--- src/rtl/pc_fetch_gen.sv ---
// rtl/pc_fetch_gen.sv - fetch-stage PC generator with increment, redirect, stall and fetch handshake; optional PC_MISALIGN_CHK_EN
module pc_fetch_gen #(
    parameter int              XLEN         = 32,
    parameter logic [XLEN-1:0] RESET_VECTOR = '0,
    parameter int              INC          = 4,
    parameter int              ALIGN_BITS   = 2
) (
    input  logic            clk,
    input  logic            rst,
    input  logic            stall,
    input  logic            if_ready,
    input  logic            br_valid,
    input  logic [XLEN-1:0] br_target,
    input  logic            trap_valid,
    input  logic [XLEN-1:0] trap_target,
    output logic [XLEN-1:0] pc,
    output logic            pc_valid,
    output logic [XLEN-1:0] pc_plus_inc,
    output logic            redir_first,
    output logic            misalign_err
);

    typedef enum logic [1:0] {BOOT, RUN, HOLD} state_t;

    localparam logic [XLEN-1:0] ALIGN_MASK = {XLEN{1'b1}} << ALIGN_BITS;

    state_t          state_q, state_d;
    logic [XLEN-1:0] pc_q, pc_d;
    logic [XLEN-1:0] pend_q, pend_d;
    logic            pend_trap_q, pend_trap_d;
    logic            redir_q, redir_d;
    logic            mis_q, mis_d;

    logic [XLEN-1:0] trap_addr, br_addr, redir_tgt, merged_tgt;
    logic            br_take, mis_flag, redirect, merged_trap;

    assign trap_addr = trap_target & ALIGN_MASK;
    assign br_addr   = br_target & ALIGN_MASK;

`ifdef PC_MISALIGN_CHK_EN
    logic br_misaligned;
    assign br_misaligned = |(br_target & ~ALIGN_MASK);
    // A misaligned branch is dropped; a trap in the same cycle still wins and suppresses the error.
    assign br_take  = br_valid & ~br_misaligned;
    assign mis_flag = br_valid & br_misaligned & ~trap_valid;
`else
    assign br_take  = br_valid;
    assign mis_flag = 1'b0;
`endif

    assign redirect  = trap_valid | br_take;
    assign redir_tgt = trap_valid ? trap_addr : br_addr;

    // Pending redirect merge: a trap always replaces, a branch never replaces a pending trap.
    assign merged_tgt  = trap_valid ? trap_addr :
                         (br_take & ~pend_trap_q) ? br_addr : pend_q;
    assign merged_trap = trap_valid | pend_trap_q;

    assign pc           = pc_q;
    assign pc_plus_inc  = pc_q + XLEN'(INC);
    assign redir_first  = redir_q;
    assign misalign_err = mis_q;

    // Next-state and fetch request decode.
    always_comb begin
        state_d     = state_q;
        pc_d        = pc_q;
        pend_d      = pend_q;
        pend_trap_d = pend_trap_q;
        redir_d     = 1'b0;
        mis_d       = mis_flag;
        pc_valid    = 1'b0;
        case (state_q)
            BOOT, RUN: begin
                pc_valid = (state_q == RUN) & ~stall;
                state_d  = RUN;
                if (stall) begin
                    if (redirect) begin
                        pend_d      = merged_tgt;
                        pend_trap_d = merged_trap;
                        state_d     = HOLD;
                    end
                end else if (redirect) begin
                    // The outstanding request is dropped even if it was accepted this cycle.
                    pc_d    = redir_tgt;
                    redir_d = 1'b1;
                end else if (pc_valid & if_ready) begin
                    pc_d = pc_plus_inc;
                end
            end
            HOLD: begin
                pend_d      = merged_tgt;
                pend_trap_d = merged_trap;
                if (!stall) begin
                    pc_d        = merged_tgt;
                    redir_d     = 1'b1;
                    pend_trap_d = 1'b0;
                    state_d     = RUN;
                end
            end
            default: state_d = BOOT;
        endcase
    end

    // State and datapath registers; reset discards any pending redirect.
    always_ff @(posedge clk) begin
        if (rst) begin
            state_q     <= BOOT;
            pc_q        <= RESET_VECTOR;
            pend_q      <= '0;
            pend_trap_q <= 1'b0;
            redir_q     <= 1'b0;
            mis_q       <= 1'b0;
        end else begin
            state_q     <= state_d;
            pc_q        <= pc_d;
            pend_q      <= pend_d;
            pend_trap_q <= pend_trap_d;
            redir_q     <= redir_d;
            mis_q       <= mis_d;
        end
    end

endmodule

--- config.mk ---
export PLATFORM = sky130hd
export DESIGN_NAME = pc_fetch_gen
export DESIGN_NICKNAME = d
export VERILOG_FILES = /design/src/rtl/pc_fetch_gen.sv
export SDC_FILE = /design/constraint.sdc
export NUM_CORES = 1
export LEC_CHECK = 0
export ABC_AREA = 1
export ABC_CLOCK_PERIOD_IN_PS = 1450
export BUFFER_PORTS_ARGS = -buffer_cell sky130_fd_sc_hd__clkbuf_2
export CAP_MARGIN = 15
export CORE_ASPECT_RATIO = 2
export CORE_MARGIN = 5
export CORE_UTILIZATION = 45
export CTS_BUF_LIST = sky130_fd_sc_hd__clkbuf_4 sky130_fd_sc_hd__clkbuf_8
export CTS_CLUSTER_DIAMETER = 30
export CTS_CLUSTER_SIZE = 8
export DETAILED_ROUTE_END_ITERATION = 12
export GPL_TIMING_DRIVEN = 1
export PLACE_DENSITY = 0.85
export SLEW_MARGIN = 15
export SYNTH_ARGS = -nofsm -noshare
export SYNTH_HDL_FRONTEND = slang
export SYNTH_SLANG_ARGS = --single-unit
export TNS_END_PERCENT = 1
--- constraint.sdc ---
create_clock -name clk -period 1.45 [get_ports clk]
set_input_delay 0.145 -clock clk [delete_from_list [all_inputs] [get_ports clk]]
set_output_delay 0.145 -clock clk [all_outputs]
set_load 0.05 [all_outputs]
==> results by group, run 1 <==
Worst hold path
  – Worst Hold Launch: stall
  – Min-Delay Path Class: primary input to register
  – Hold path depth: 3
  – Worst Hold Endpoint: state_q[1]$_SDFFE_PP0P_

Setup path
  – Crit Path Class: register to primary output
  – Depth of the most critical reg-to-reg path: 13
  – Worst-path cell chain: buf_6 > clkinvlp_4 > nor2_4 > nand2_4 > nor2_4 > buf_12 > xor2_4 > buf_12
  – R2R setup slack: -460 ps
  – Reg2reg end: pc[11]$_SDFFE_PP0P_
  – Critical Path RT: 1310 ps
  – Critical Path End Type: primary output
  – CP Max Fanout: 5
  – Critical-path top delay cell: dfxtp_4
  – Worst R2R Start: pc[2]$_SDFFE_PP0P_
  – Worst path arrival time: 1870 ps
  – Critical path startpoint category: register
  – CP peak stage delay: 370 ps

Place
  – Hpwl dp: 13000 um
  – DP Cell Count: 1054
  – Port Buffers: 131
  – RePlAce Congestion: 0.910

Drt
  – Drt first-iter violations: 471
  – Routed wire length per instance: 16.0 um
  – Number of routed nets with antenna violations: 0
  – Final wirelength: 17200 um
  – 1st-pass router iterations: 5
  – Via density per instance: 5.40
  – DRC Markers: 0
  – Routed vias: 5815

Floorplan
  – Initial Util: 0.459
  – Die Span X: 82.0 um
  – # rows: 52
  – Die height: 154 um
  – # IOs: 137
  – Core ar.: 10100 um2
  – Die area: 12600 um2

Power and ir drop
  – Cell area power density: 918 nW/um2
  – Clock Power Share: 0.237
  – Comb power frac: 0.421
  – Flop pwr share: 0.341
  – IR Drop Worst-Case VDD: 0.731 mV
  – Int Pwr: 3.88 mW
  – Reported leakage power: 3.22 nW
  – Net switching power: 2.56 mW
  – Switching Share: 0.398

Yosys
  – Async set-reset flop share out of synthesis: 0
  – Top_reg_cell synth: dfxtp_1
  – Post-synth EDFFs: 0
  – Mean Syn Cell Area: 6.24 um2
  – Synthesis Warnings: 0
  – Cell Area, Synth: 4660 um2
  – #FFs+latches synth: 68
  – Synth cell types: 36
  – Syn nets: 818
  – Syn Inst Count: 747
  – Seq/Total Area, Yosys: 0.292

STA
  – Unrepaired setup endpoints after global routing: yes
  – Worst Setup Slack, final: -566 ps
  – Hold Slack: 47.1 ps
  – F_max: 496 MHz
  – Max Clock Skew: 10.4 ps
  – Fin Setup TNS: -17200 ps
  – Final setup vio count: 56
  – Final Cycle Share: 1.39
  – Fin crit period: 2020 ps
  – Slew Viols, Final: 0
  – Final hold violations: 0

CTS
  – Worst skew pair latency: 360 ps
  – Clock buffer count from CTS: 9
  – Clock-pin slew on the worst setup and hold paths: 80 ps
  – Clock Sinks: 68
  – Clock root buffer: clkbuf_8
  – H-Tree Depth: 3
  – CTS tree: built
  – CTS max path bufs: 2

Layout
  – Most common cell after layout, fill and taps aside: nand2_1
  – Area growth syn-to-layout: 50.5%
  – Ratio of cells with drive above 1 in the final layout: 0.359
  – Fin cells: 1077
  – Most frequent cells in the layout: nand2_1, clkbuf_2, o21ai_0
  – ANT cells: 0
  – Final Net Count: 1008

Run status
  – Failing checks: negative setup slack
  – Status: complete, but fails checks

Global route
  – Pin count of the biggest net entering global routing: 60
  – Vias in the first global route: 5448
  – Antenna violations before repair: 0
  – Global-route wire length before repair: 26700 um
  – Grt total ovfl: 0
  – Total Routing Usage GR: 0.273

Job
  – Max-Cap Viols: 0
==> kinds of logic after synthesis <==
kind of cell | synth area share
xor+xnor | 0.0395
simple gates | 0.345
flops | 0.292
other cells | 0.000804
buf+inv | 0.0760
fa+ha+maj | 0.00268
compound gates | 0.244
==> sequential cells by signal, indices dropped and copies added, names as in the netlist <==
register,cells
pend_trap_q,1
pend_q,32
state_q,2
redir_first,1
pc,32
==> synthesized netlist by cell type (all sizes together), types with 2 or more instances <==
library cell | instances | area, um2
dfxtp | 68 | 1360
nand4 | 6 | 37.5
nand3 | 19 | 95.1
o211ai | 5 | 37.5
a21oi | 80 | 423
or2 | 4 | 25.0
xnor2 | 3 | 26.3
xor2 | 12 | 158
a31oi | 6 | 37.5
and2 | 4 | 25.0
inv | 35 | 131
o21ai | 89 | 445
a21boi | 2 | 15.0
o21a | 21 | 158
nand2 | 249 | 960
nand3b | 6 | 45.0
buf | 22 | 129
nor2 | 85 | 414
clkbuf | 25 | 93.8
==> per-stage QoR <==
stage	util	area, um2	total power [mW]	setup slack, ps
3_3_place_gp	0.650	6600	4.78	-216
5_1_grt	0.691	7020	6.74	-691
4_1_cts	0.685	6950	6.37	-588
3_5_place_dp	0.650	6600	4.81	-235
2_1_floorplan	-	4870	3.77	-613
6_report	0.691	7020	6.44	-566
==> worst max-delay path by stage <==
| stage | start | end | slack [ps] |
|---|---|---|---|
| global route | pc[2]$_SDFFE_PP0P_ | pc_plus_inc[11] | -690 |
| global placement | pc[2]$_SDFFE_PP0P_ | pc[18]$_SDFFE_PP0P_ | -220 |
| floorplan | pc[2]$_SDFFE_PP0P_ | pc[15]$_SDFFE_PP0P_ | -610 |
| finish | pc[2]$_SDFFE_PP0P_ | pc_plus_inc[11] | -570 |
| detailed placement | pc[2]$_SDFFE_PP0P_ | pc[18]$_SDFFE_PP0P_ | -240 |
| CTS | pc[2]$_SDFFE_PP0P_ | pc_plus_inc[11] | -590 |
==> final cells by class <==
| type | count | area [um2] |
|---|---|---|
| inverter | 35 | 135 |
| multi-input combinational | 597 | 3230 |
| tap | 135 | 169 |
| clock inverter | 4 | 22.5 |
| sequential | 68 | 1380 |
| fill | 853 | 3130 |
| clock buffer | 12 | 165 |
| timing repair buffer | 226 | 1910 |
==> critical path: cells and delay by family, from the launching register on <==
kind	cells	cell delay, ps
flops	1	370
xor+xnor	1	190
simple gates	3	450
buf+inv	4	480
==> power groups by stage <==
| stage | registers (mW) | clock network, mW | logic [mW] |
|---|---|---|---|
| global placement | 2.22 | 0 | 2.56 |
| floorplan | 2.56 | 0 | 1.21 |
| detailed placement | 2.23 | 0 | 2.59 |
| CTS | 2.19 | 1.53 | 2.66 |
| finish | 2.20 | 1.53 | 2.71 |
| global route | 2.22 | 1.63 | 2.90 |
==> metal layers <==
layer / up-vias / part of all wire / global-route usage
met3: 71 / 0.074 / 0.0439
met4: 0 / 0.054 / 0.130
met2: 296 / 0.51 / 0.476
met1: 2627 / 0.36 / 0.314
li1: 2821 / - / -
met5: - / 0 / 0
==> what timing repair did <==
action / 4_1_cts / 5_1_grt
setup endpoints to repair: 56 / 68
pin swaps: 29 / 15
gates resized for setup: 24 / 20
hold buffers: 0 / 0
setup buffers: 6 / 1
No activity file was read; power rests on OpenSTA's default activity.
==> run 2: changes to the inputs <==
--- a/config.mk
+++ b/config.mk
@@ -11,5 +11,4 @@
 export CAP_MARGIN = 15
 export CORE_ASPECT_RATIO = 2
-export CORE_MARGIN = 5
 export CORE_UTILIZATION = 45
 export CTS_BUF_LIST = sky130_fd_sc_hd__clkbuf_4 sky130_fd_sc_hd__clkbuf_8
==> constraint.sdc (replaced) <==
create_clock -name clk -period 1.45 [get_ports clk]
set_input_delay 0.29 -clock clk [delete_from_list [all_inputs] [get_ports clk]]
set_output_delay 0.29 -clock clk [all_outputs]
set_load 0.05 [all_outputs]
==> run 2 against run 1 <==
The run still ends with negative setup slack left; worst setup slack lost 180 ps; non-clock buffer count up 12; clock skew down 4.1 ps; clock power hardly changed; register-to-register slack better by 110 ps; combinational power grew 4%; utilization up 2.6 points; critical endpoint is now pc_plus_inc[19]; largest cell class unchanged.
==> results by group, run 2 (synthesis results as in run 1) <==
STA
  – Final hold violations: 0
  – F_max: 456 MHz
  – Max Clock Skew: 6.38 ps
  – Worst Setup Slack, final: -742 ps
  – Final setup vio count: 62
  – Slew Viols, Final: 0
  – Fin crit period: 2190 ps
  – Final Cycle Share: 1.51
  – Unrepaired setup endpoints after global routing: yes

Drt
  – DRC Markers: 0
  – Number of routed nets with antenna violations: 0
  – Final wirelength: 17700 um
  – Routed wire length per instance: 16.2 um
  – Via density per instance: 5.44
  – Routed vias: 5920
  – Drt first-iter violations: 411
  – 1st-pass router iterations: 5

Floorplan
  – Die height: 146 um
  – Core ar.: 10100 um2
  – Initial Util: 0.462
  – # IOs: 137
  – Die area: 10800 um2
  – Die Span X: 74.0 um
  – # rows: 52

Power and ir drop
  – Cell area power density: 903 nW/um2
  – IR Drop Worst-Case VDD: 0.814 mV
  – Reported leakage power: 3.31 nW

Setup path
  – Worst path arrival time: 1900 ps
  – Critical Path End Type: primary output
  – CP Max Fanout: 3
  – Crit Path Class: register to primary output
  – Critical path startpoint category: register
  – Critical Path RT: 1160 ps

Layout
  – ANT cells: 0
  – Ratio of cells with drive above 1 in the final layout: 0.376
  – Final Net Count: 1020
  – Core Util, Final: 0.717
  – Design area: 7230 um2
  – Most frequent cells in the layout: nand2_1, buf_4, o21ai_0
  – Most common cell after layout, fill and taps aside: nand2_1
  – Area growth syn-to-layout: 55.1%

Place
  – Port Buffers: 131
  – RePlAce Congestion: 0.939
  – Hpwl dp: 12900 um
  – Post-DP Area: 6700 um2

CTS
  – CTS max path bufs: 2
  – Worst skew pair latency: 360 ps
  – CTS tree: built
  – Clock Sinks: 68
  – H-Tree Depth: 3
  – Clock buffer count from CTS: 9
  – Clock-pin slew on the worst setup and hold paths: 70 ps
  – Clock root buffer: clkbuf_8

Global route
  – Global-route wire length before repair: 27500 um
  – Antenna violations before repair: 0
  – Total Routing Usage GR: 0.336
  – Grt total ovfl: 0
  – Pin count of the biggest net entering global routing: 60
  – Vias in the first global route: 5753

Job
  – Max-Cap Viols: 0

Run status
  – Status: complete, but fails checks
  – Failing checks: negative setup slack

Worst hold path
  – Min-Delay Path Class: primary input to register
==> run 2: changes by cell type in the layout (fill, tap and decap cells not counted), moves of 6 or more <==
cell | before | now
clkbuf_4 | 0 | 17
clkbuf_2 | 101 | 78
buf_4 | 80 | 97
nor2_2 | 9 | 3
==> run 2: layout make-up <==
| cell class | instances | area (um2) |
|---|---|---|
| inverters | 35 | 135 |
| flip-flops and latches | 68 | 1390 |
| well taps | 135 | 169 |
| clock inverters | 3 | 21.3 |
| multi-input cells | 597 | 3290 |
| clock buffers | 13 | 166 |
| fillers | 758 | 2860 |
| repair buffers | 238 | 2060 |
==> run 2: final timing paths <==
check	from	endpoint	slack [ps]	depth (start not counted)
setup / recovery	pc[11]$_SDFFE_PP0P_	pc_plus_inc[19]	-740	8
hold / removal	stall	state_q[1]$_SDFFE_PP0P_	210	3
setup reg to reg	pc[2]$_SDFFE_PP0P_	pc[27]$_SDFFE_PP0P_	-350	13
hold reg to reg	pend_q[0]$_SDFFE_PP0P_	pend_q[0]$_SDFFE_PP0P_	490	2
==> run 2: worst max-delay path, stage by stage, from the launching register on <==
cell	delay (ps)
dfxtp_2	370
nand2_1	90
nor2_1	270
buf_4	180
nand2_1	70
inv_1	100
nand3_1	90
and2_2	200
clkbuf_8	170
==> run 2: where the power goes <==
part	leakage [nW]	switching (mW)	internal (mW)
sequential	0.569	0.142	2.06
clock	0.0965	0.757	0.753
combinational	2.64	1.69	1.12
total	3.31	2.59	3.94
==> run 2: through the flow <==
stage / setup WS, ps / instances / setup TNS (ps) / power [mW] / hold slack (ps)
4_1_cts: -744 / 1087 / -23150 / 6.43 / 203
3_3_place_gp: -345 / 1070 / -11270 / 4.78 / 447
2_1_floorplan: -613 / 747 / -29420 / 3.77 / 410
6_report: -742 / 1089 / -23520 / 6.53 / 213
3_5_place_dp: -383 / 1070 / -14160 / 4.83 / 469
5_1_grt: -840 / 1089 / -28070 / 6.79 / 227
==> run 2: per-layer routing <==
layer / vias up / wire, um / GRT usage
li1: 2839 / - / -
met1: 2733 / 6100 / 0.356
met2: 269 / 9370 / 0.585
met3: 79 / 995 / 0.0519
met4: 0 / 1210 / 0.224
met5: - / 0 / 0
==> run 2: timing repair <==
action                                  4_1_cts  5_1_grt
pin swaps                                    20       13
resized for setup                            53       45
endpoints found under the setup margin       74       83
buffers inserted                              1        2
hold buffers                                  0        0
